$ cat src/rtl/weight_mem_arbiter.sv
// -----------------------------------------------------------------------------
// weight_mem_arbiter
//
// Shares one single-port weight RAM between three requesters:
//   requester 0 = weight loader, 1 = back-prop, 2 = forward-prop.
// A round-robin choice is made in IDLE (one dead cycle per grant). The chosen
// owner then gets one access per cycle for as long as it keeps req high, up to
// MAX_BURST accesses. After that the grant is released and arbitration runs
// again. Read data comes back from the RAM one cycle after the access. It is
// broadcast on rdata and qualified per requester by rvalid.
//
// Ports
//   clk        in   single clock, all state on rising edge
//   rst        in   synchronous active-high reset
//   req[2:0]   in   per-requester request
//   we[2:0]    in   per-requester write enable (qualified by req)
//   addr       in   3*ADDR_W, slice i belongs to requester i
//   wdata      in   3*DATA_W, slice i belongs to requester i
//   gnt[2:0]   out  registered one-hot grant
//   rvalid     out  per-requester read-data valid
//   rdata      out  read data (mem_rdata passed straight through)
//   mem_en     out  RAM access enable
//   mem_we     out  RAM write enable
//   mem_addr   out  RAM address
//   mem_wdata  out  RAM write data
//   mem_rdata  in   RAM read data, valid one cycle after mem_en
//   busy       out  an owner currently holds the RAM
// -----------------------------------------------------------------------------
module weight_mem_arbiter #(
    parameter int ADDR_W    = 17,
    parameter int DATA_W    = 16,
    parameter int MAX_BURST = 64
) (
    input  logic                  clk,
    input  logic                  rst,
    input  logic [2:0]            req,
    input  logic [2:0]            we,
    input  logic [3*ADDR_W-1:0]   addr,
    input  logic [3*DATA_W-1:0]   wdata,
    output logic [2:0]            gnt,
    output logic [2:0]            rvalid,
    output logic [DATA_W-1:0]     rdata,
    output logic                  mem_en,
    output logic                  mem_we,
    output logic [ADDR_W-1:0]     mem_addr,
    output logic [DATA_W-1:0]     mem_wdata,
    input  logic [DATA_W-1:0]     mem_rdata,
    output logic                  busy
);

    localparam int                BEAT_W   = $clog2(MAX_BURST + 1);
    localparam logic [BEAT_W-1:0] MAX_BEAT = BEAT_W'(MAX_BURST);

    typedef enum logic {
        IDLE,
        OWN
    } state_t;

    state_t              state, state_n;
    logic [1:0]          owner, owner_n;
    logic [1:0]          last_owner, last_owner_n;
    logic [BEAT_W-1:0]   beat, beat_n;
    logic [2:0]          gnt_n;
    logic [2:0]          rvalid_n;
    logic                accept;

    // Requester index 0..2 wraps back to 0 after 2.
    function automatic logic [1:0] next_idx(input logic [1:0] i);
        return (i == 2'd2) ? 2'd0 : i + 2'd1;
    endfunction

    function automatic logic [2:0] onehot(input logic [1:0] i);
        return 3'b001 << i;
    endfunction

    // Owner's request signals, muxed out of the packed per-requester buses.
    logic                own_req;
    logic                own_we;
    logic [ADDR_W-1:0]   own_addr;
    logic [DATA_W-1:0]   own_wdata;

    always_comb begin
        // NOTE: every combinational output gets a default before any branch,
        // so no path leaves it unassigned and no latch is inferred.
        own_req   = 1'b0;
        own_we    = 1'b0;
        own_addr  = '0;
        own_wdata = '0;
        case (owner)
            2'd0: begin
                own_req   = req[0];
                own_we    = we[0];
                own_addr  = addr[0*ADDR_W +: ADDR_W];
                own_wdata = wdata[0*DATA_W +: DATA_W];
            end
            2'd1: begin
                own_req   = req[1];
                own_we    = we[1];
                own_addr  = addr[1*ADDR_W +: ADDR_W];
                own_wdata = wdata[1*DATA_W +: DATA_W];
            end
            2'd2: begin
                own_req   = req[2];
                own_we    = we[2];
                own_addr  = addr[2*ADDR_W +: ADDR_W];
                own_wdata = wdata[2*DATA_W +: DATA_W];
            end
            default: ;
        endcase
    end

    // Round-robin pick: first requester with req set, searching upward from
    // last_owner+1 and wrapping.
    logic [1:0] pick;
    logic [1:0] cand;
    logic       found;

    always_comb begin
        pick  = 2'd0;
        found = 1'b0;
        cand  = next_idx(last_owner);
        for (int k = 0; k < 3; k++) begin
            if (!found && req[cand]) begin
                found = 1'b1;
                pick  = cand;
            end
            cand = next_idx(cand);
        end
    end

    // Next-state logic.
    always_comb begin
        state_n      = state;
        owner_n      = owner;
        last_owner_n = last_owner;
        beat_n       = beat;
        accept       = 1'b0;
        case (state)
            IDLE: begin
                if (|req) begin
                    owner_n = pick;
                    beat_n  = '0;
                    state_n = OWN;
                end
            end
            OWN: begin
                if (own_req) begin
                    // Reset blocks the access itself. The state update is
                    // overridden by the reset branch of the register anyway.
                    accept = !rst;
                    beat_n = beat + BEAT_W'(1);
                    if (beat_n == MAX_BEAT) begin
                        last_owner_n = owner;
                        state_n      = IDLE;
                    end
                end else begin
                    last_owner_n = owner;
                    state_n      = IDLE;
                end
            end
            default: state_n = IDLE;
        endcase

        gnt_n    = (state_n == OWN) ? onehot(owner_n) : 3'b000;
        rvalid_n = (accept && !own_we) ? onehot(owner) : 3'b000;
    end

    // Memory port is driven only in the cycle of an accepted access and is
    // held at zero otherwise. Non-owners therefore never reach it.
    always_comb begin
        mem_en    = accept;
        mem_we    = accept & own_we;
        mem_addr  = accept ? own_addr  : '0;
        mem_wdata = accept ? own_wdata : '0;
    end

    assign rdata = mem_rdata;

    always_ff @(posedge clk) begin
        // NOTE: state registers use non-blocking assignments so every
        // register samples values from before this edge.
        if (rst) begin
            state      <= IDLE;
            owner      <= 2'd0;
            last_owner <= 2'd2;
            beat       <= '0;
            gnt        <= 3'b000;
            busy       <= 1'b0;
            rvalid     <= 3'b000;
        end else begin
            state      <= state_n;
            owner      <= owner_n;
            last_owner <= last_owner_n;
            beat       <= beat_n;
            gnt        <= gnt_n;
            busy       <= (state_n == OWN);
            rvalid     <= rvalid_n;
        end
    end

endmodule

$ cat config.mk
export PLATFORM = sky130hd
export DESIGN_NAME = weight_mem_arbiter
export DESIGN_NICKNAME = d
export VERILOG_FILES = /design/src/rtl/weight_mem_arbiter.sv
export SDC_FILE = /design/constraint.sdc
export NUM_CORES = 1
export LEC_CHECK = 0
export ABC_AREA = 1
export CAP_MARGIN = 20
export CORE_ASPECT_RATIO = 1.4
export CORE_MARGIN = 2
export CORE_UTILIZATION = 33
export DETAILED_ROUTE_END_ITERATION = 7
export PLACE_DENSITY = 0.84
export SLEW_MARGIN = 30
export SYNTH_ARGS = -nofsm -noshare
export SYNTH_HDL_FRONTEND = slang
export SYNTH_SLANG_ARGS = --single-unit
$ cat constraint.sdc
create_clock -name clk -period 4.5 [get_ports clk]
set_input_delay 0.9 -clock clk [delete_from_list [all_inputs] [get_ports clk]]
set_output_delay 0.9 -clock clk [all_outputs]
set_load 0.02 [all_outputs]
* Word-level counts from Yosys, hierarchy flattened
Cells that the tools add are included.
** Word-level totals
- Bits of input ports :: 123
- Bits in registers :: 18
- Word-level logic and storage cells :: 74
** Cells by class
- Bitwise logic cells :: 4
- Shifts and indexed selects :: 2
- Equal/unequal tests :: 9
- $lt $le $gt $ge :: 3
- Reductions and logical operators :: 13
- Add/sub/neg operators :: 4
- Muxes and demuxes :: 33
** Operators with widths (count)
- one-hot mux 17 bit (3 select lines) :: 1
- one-hot mux 16 bit (3 select lines) :: 1
- two-way mux 2 bit :: 10
- two-way mux 17 bit :: 1
- two-way mux 16 bit :: 1
- two-way mux 7 bit :: 2
- one-hot mux 7 bit (2 select lines) :: 1
- two-way mux 1 bit :: 10
- < comparator 2 x 3 -> 1 bit (second input constant) :: 3
- == test 2 bit (second input constant) :: 4
- adder 7 x 1 -> 7 bit (second input constant) :: 1
- == test 7 bit (second input constant) :: 1
- adder 2 x 1 -> 2 bit (second input constant) :: 3
- binary-select mux 1 bit (select 2 bit) :: 3
- one-hot mux 1 bit (3 select lines) :: 2
- left shift 1 x 2 -> 3 bit (first input constant) :: 2
- logical NOT 1 bit :: 4
- != test 2 x 1 -> 1 bit (second input constant) :: 2
- AND reduction 2 bit :: 2
- OR reduction 2 bit :: 2
- logical AND 1 bit :: 3
- NOT 1 bit :: 3
- OR reduction 3 bit :: 1
- == test 2 x 1 -> 1 bit (second input constant) :: 1
- other kinds (4) :: 4

* Longest topological paths before layout
- Depth in word-level cells :: 14
- Depth in mapped cells :: 12

* Least setup slack after synthesis
Ideal clock, no wire load.
- Path kind :: input -> output
- Start point :: in req[1]
- End point :: out mem_addr[13]
- Buffers on the path :: 1
- Required time :: 3.600 ns
- Slack :: 1.770 ns
- Arrival :: 1.830 ns
- Stages :: 7
- Cell sequence :: nand2_1 > nand3_2 > nand2_4 > nor2_8 > inv_4 > buf_6 > a21oi_1
** Between the ends
- Cells in the longest elaborated chain, start to end :: 4
** Ends and longest elaborated chain
- start: declaration :: line 36 : input logic [2:0] req,
- one-hot mux 1 bit (3 select lines) :: line 89 : case (owner)
- two-way mux 1 bit :: line 147 : if (own_req) begin
- two-way mux 1 bit :: line 138 : case (state)
- via mem_en :: line 43 : output logic mem_en,
- two-way mux 17 bit :: line 173 : mem_addr = accept ? own_addr : '0;
- end: declaration :: line 45 : output logic [ADDR_W-1:0] mem_addr,
The timed path passes the listed nets, and every way through them passes these cells.

* Worst setup path in the final report
- Start point :: in req[1]
- End point :: out mem_wdata[3]
** Between the ends
- Cells in the longest elaborated chain, start to end :: 4
** Ends and longest elaborated chain
- one-hot mux 1 bit (3 select lines) :: line 89
- two-way mux 1 bit :: line 147
- two-way mux 1 bit :: line 138
- two-way mux 16 bit :: line 174 : mem_wdata = accept ? own_wdata : '0;
- end: declaration :: line 46 : output logic [DATA_W-1:0] mem_wdata,
Every way passes these cells.

==> flow_metrics.env <==
export IMPL_synth_top_area_frac=0.241
export IMPL_cts_tree="yes"
export IMPL_wl_mm=7.30
export IMPL_initial_utilization=0.345
export IMPL_yosys_top_cells_area="nand2_1 (24%), dfxtp_1 (19%), a31oi_2 (15%)"
export IMPL_drtAntennaViolNets=0
export IMPL_syn_inst=303
export IMPL_fin_crit_ns=3.89
export IMPL_ys_top_cells_by_count="nand2_1 (123), a31oi_2 (23), nor2_1 (22)"
export IMPL_synth_distinct_cells=29
export IMPL_drc=0
export IMPL_syn_avg_cell_area_um2=6.33
export IMPL_rsz0062_at_grt="false"
export IMPL_irDropWorstVdd_mv=0.260
export IMPL_synth_top_area_cell="nand2_1"
export IMPL_fp_dieW_um=68.5
export IMPL_clk_latency_ns=0.26
export IMPL_insertedDiodeCount=0
export IMPL_vias_per_cell=5.01
export IMPL_ys_flop_type="dfxtp_1"
export IMPL_worstPathMaxFanout=34
export IMPL_worst_pin_slew_ns=0.577
export IMPL_max_freq_mhz=257
export IMPL_grt_pass1_wl_mm=10.9
export IMPL_drive_gt1_frac=0.105
export IMPL_pwr_density_cell_mw_per_mm2=215
export IMPL_power_leakage_nw=1.26
export IMPL_startpoint="req[1]"
export IMPL_port_buffer_count=148
export IMPL_routedWlPerCell_um=14.7
export IMPL_holdBufCountCts=0
export IMPL_cts_resized_gates=0
export IMPL_final_max_slew_viol_count=0
export IMPL_cts_buffers=3
export IMPL_htreeDepth=1
export IMPL_std_cell_rows=32
export IMPL_syn2layout_area_growth_pct=74.6
export IMPL_end_kind="primary output"
export IMPL_crit_arrival_ns=2.99
export IMPL_synth_edf_count=0
export IMPL_hold_path_class="reg -> reg"
export IMPL_grt_start_max_net_pins=35
export IMPL_ys_ff_latch=18
export IMPL_hp_start="beat[5]"
export IMPL_grt_pass1_vias=2364
export IMPL_dp_hpwl_mm=5.94
export IMPL_yosysMostFrequentCell="nand2_1"
export IMPL_gp_congestion=0.923
export IMPL_fin_skew_ns=0.00307
export IMPL_setup_viol=0
export IMPL_crit_type="in -> out"
export IMPL_cts_max_path_buffers=2
export IMPL_finalHoldViolations=0
export IMPL_reg2reg_from="owner[0]"
export IMPL_synth_area_mm2=0.00192
export IMPL_clkTransAtPathRegs_ns=0.06
export IMPL_ys_warn_count=0
export IMPL_cts_root_buf="clkbuf_8"
export IMPL_coreArea_mm2=0.00557
export IMPL_drt_iter0_drc=118
export IMPL_power_mw=0.721
export IMPL_firstDrtPassIters=4
export IMPL_maxCapViolations=0
export IMPL_fin_tns_setup_ns=0
export IMPL_dieArea_mm2=0.00645
export IMPL_cts_sinks=18
export IMPL_nets=553
export IMPL_grt_overflow_total=0
export IMPL_nFillCells=512
export IMPL_startpoint_type="input pin"
export IMPL_timing_final_crit_share=0.864
export IMPL_async_reset_ff_frac=0
export IMPL_num_io_pins=181
export IMPL_die_height_um=94.2
export IMPL_postCtsSetupBuffers=0
export IMPL_grt_use_total=0.219
export IMPL_cp_required_ns=3.60
export IMPL_vias=2487
export IMPL_slew_headroom=0.615
export IMPL_ys_seq_area_frac=0.188
export IMPL_syn_nets=427
export IMPL_status="completed"
export IMPL_antenna_found_initial=0
## flip-flops by register name (all words and copies together) (netlist names)
| name | flops |
|---|---|
| rvalid | 3 |
| last_owner | 2 |
| beat | 7 |
| gnt | 3 |
| state | 1 |
| owner | 2 |
## through the flow
step	std cells	worst slack, ns	hold slack [ns]	instance area (µm²)	util
after floorplan	303	1.77	0.447	1920	-
after global placement	492	0.671	0.465	3300	0.592
after detailed placement	492	0.644	0.470	3300	0.592
after CTS	496	0.632	0.480	3350	0.602
after global routing	496	0.549	0.522	3350	0.602
final	496	0.611	0.477	3350	0.602
## power breakdown
group / total [mW] / leakage (nW) / internal (mW) / switching, mW
clock network: 0.131 / 0.0288 / 0.0778 / 0.0537
logic: 0.389 / 1.08 / 0.184 / 0.205
registers: 0.201 / 0.147 / 0.176 / 0.0250
total: 0.721 / 1.26 / 0.437 / 0.284
## placed cells by master (no fill, tap or decap), types with 2 or more instances in the layout
master           Yosys  layout
nand2_2              2       2
buf_4               16       3
clkbuf_8             0       4
a31oi_2             23      23
a21oi_1             14      14
o21ai_0              7       7
inv_2                5       5
nor3_1               3       3
nand4_1              2       2
a22oi_1              6       6
a31oi_1              4       4
nand2_1            123     123
nor2_1              22      22
clkdlybuf4s50_1      0     148
dfxtp_1             18      18
nor2_4               4       4
inv_1               11      11
nand3_1             19      19
## cell type report
cell class,count,area [µm²],share of cell area
Timing Repair Buffer,151,1500,0.449
Sequential cell,18,360,0.108
Tap cell,68,85.1,0.0254
Multi-Input combinational cell,238,1280,0.382
Inverter,17,66.3,0.0198
Clock buffer,4,55.1,0.0164
## worst max-delay path, stage by stage
cell             delay (ns)
clkdlybuf4s50_1        0.56
nand2_1                0.09
nand3_2                0.11
nand2_4                0.08
nor2_8                 0.14
inv_4                  0.19
a31oi_2                0.26
clkdlybuf4s50_1        0.65
## cell families after synthesis
family | Yosys count | share of synthesized area
xor gates and xnor gates | 1 | 0.00456
DFF | 18 | 0.188
adders and majority gates | 1 | 0.00652
AOI/OAI and AO/OA | 58 | 0.257
and+or+nand+nor | 178 | 0.399
buffers and inverters | 47 | 0.145
## path summary, 6_finish.rpt
path / to / slack, ns / depth (start not counted)
max reg2reg: rvalid[0] / 2.66 / 7
max: mem_wdata[3] / 0.61 / 8
min: beat[5] / 0.48 / 2
min reg2reg: beat[5] / 0.48 / 2
## routing by layer
metal  vias up  share of wire  track usage
met5         -              0            0
met2       121           0.48        0.395
li1       1244              -            -
met4         0          0.028       0.0750
met3        15           0.13       0.0719
met1      1107           0.36        0.227
(Power assumes the default switching activity.)
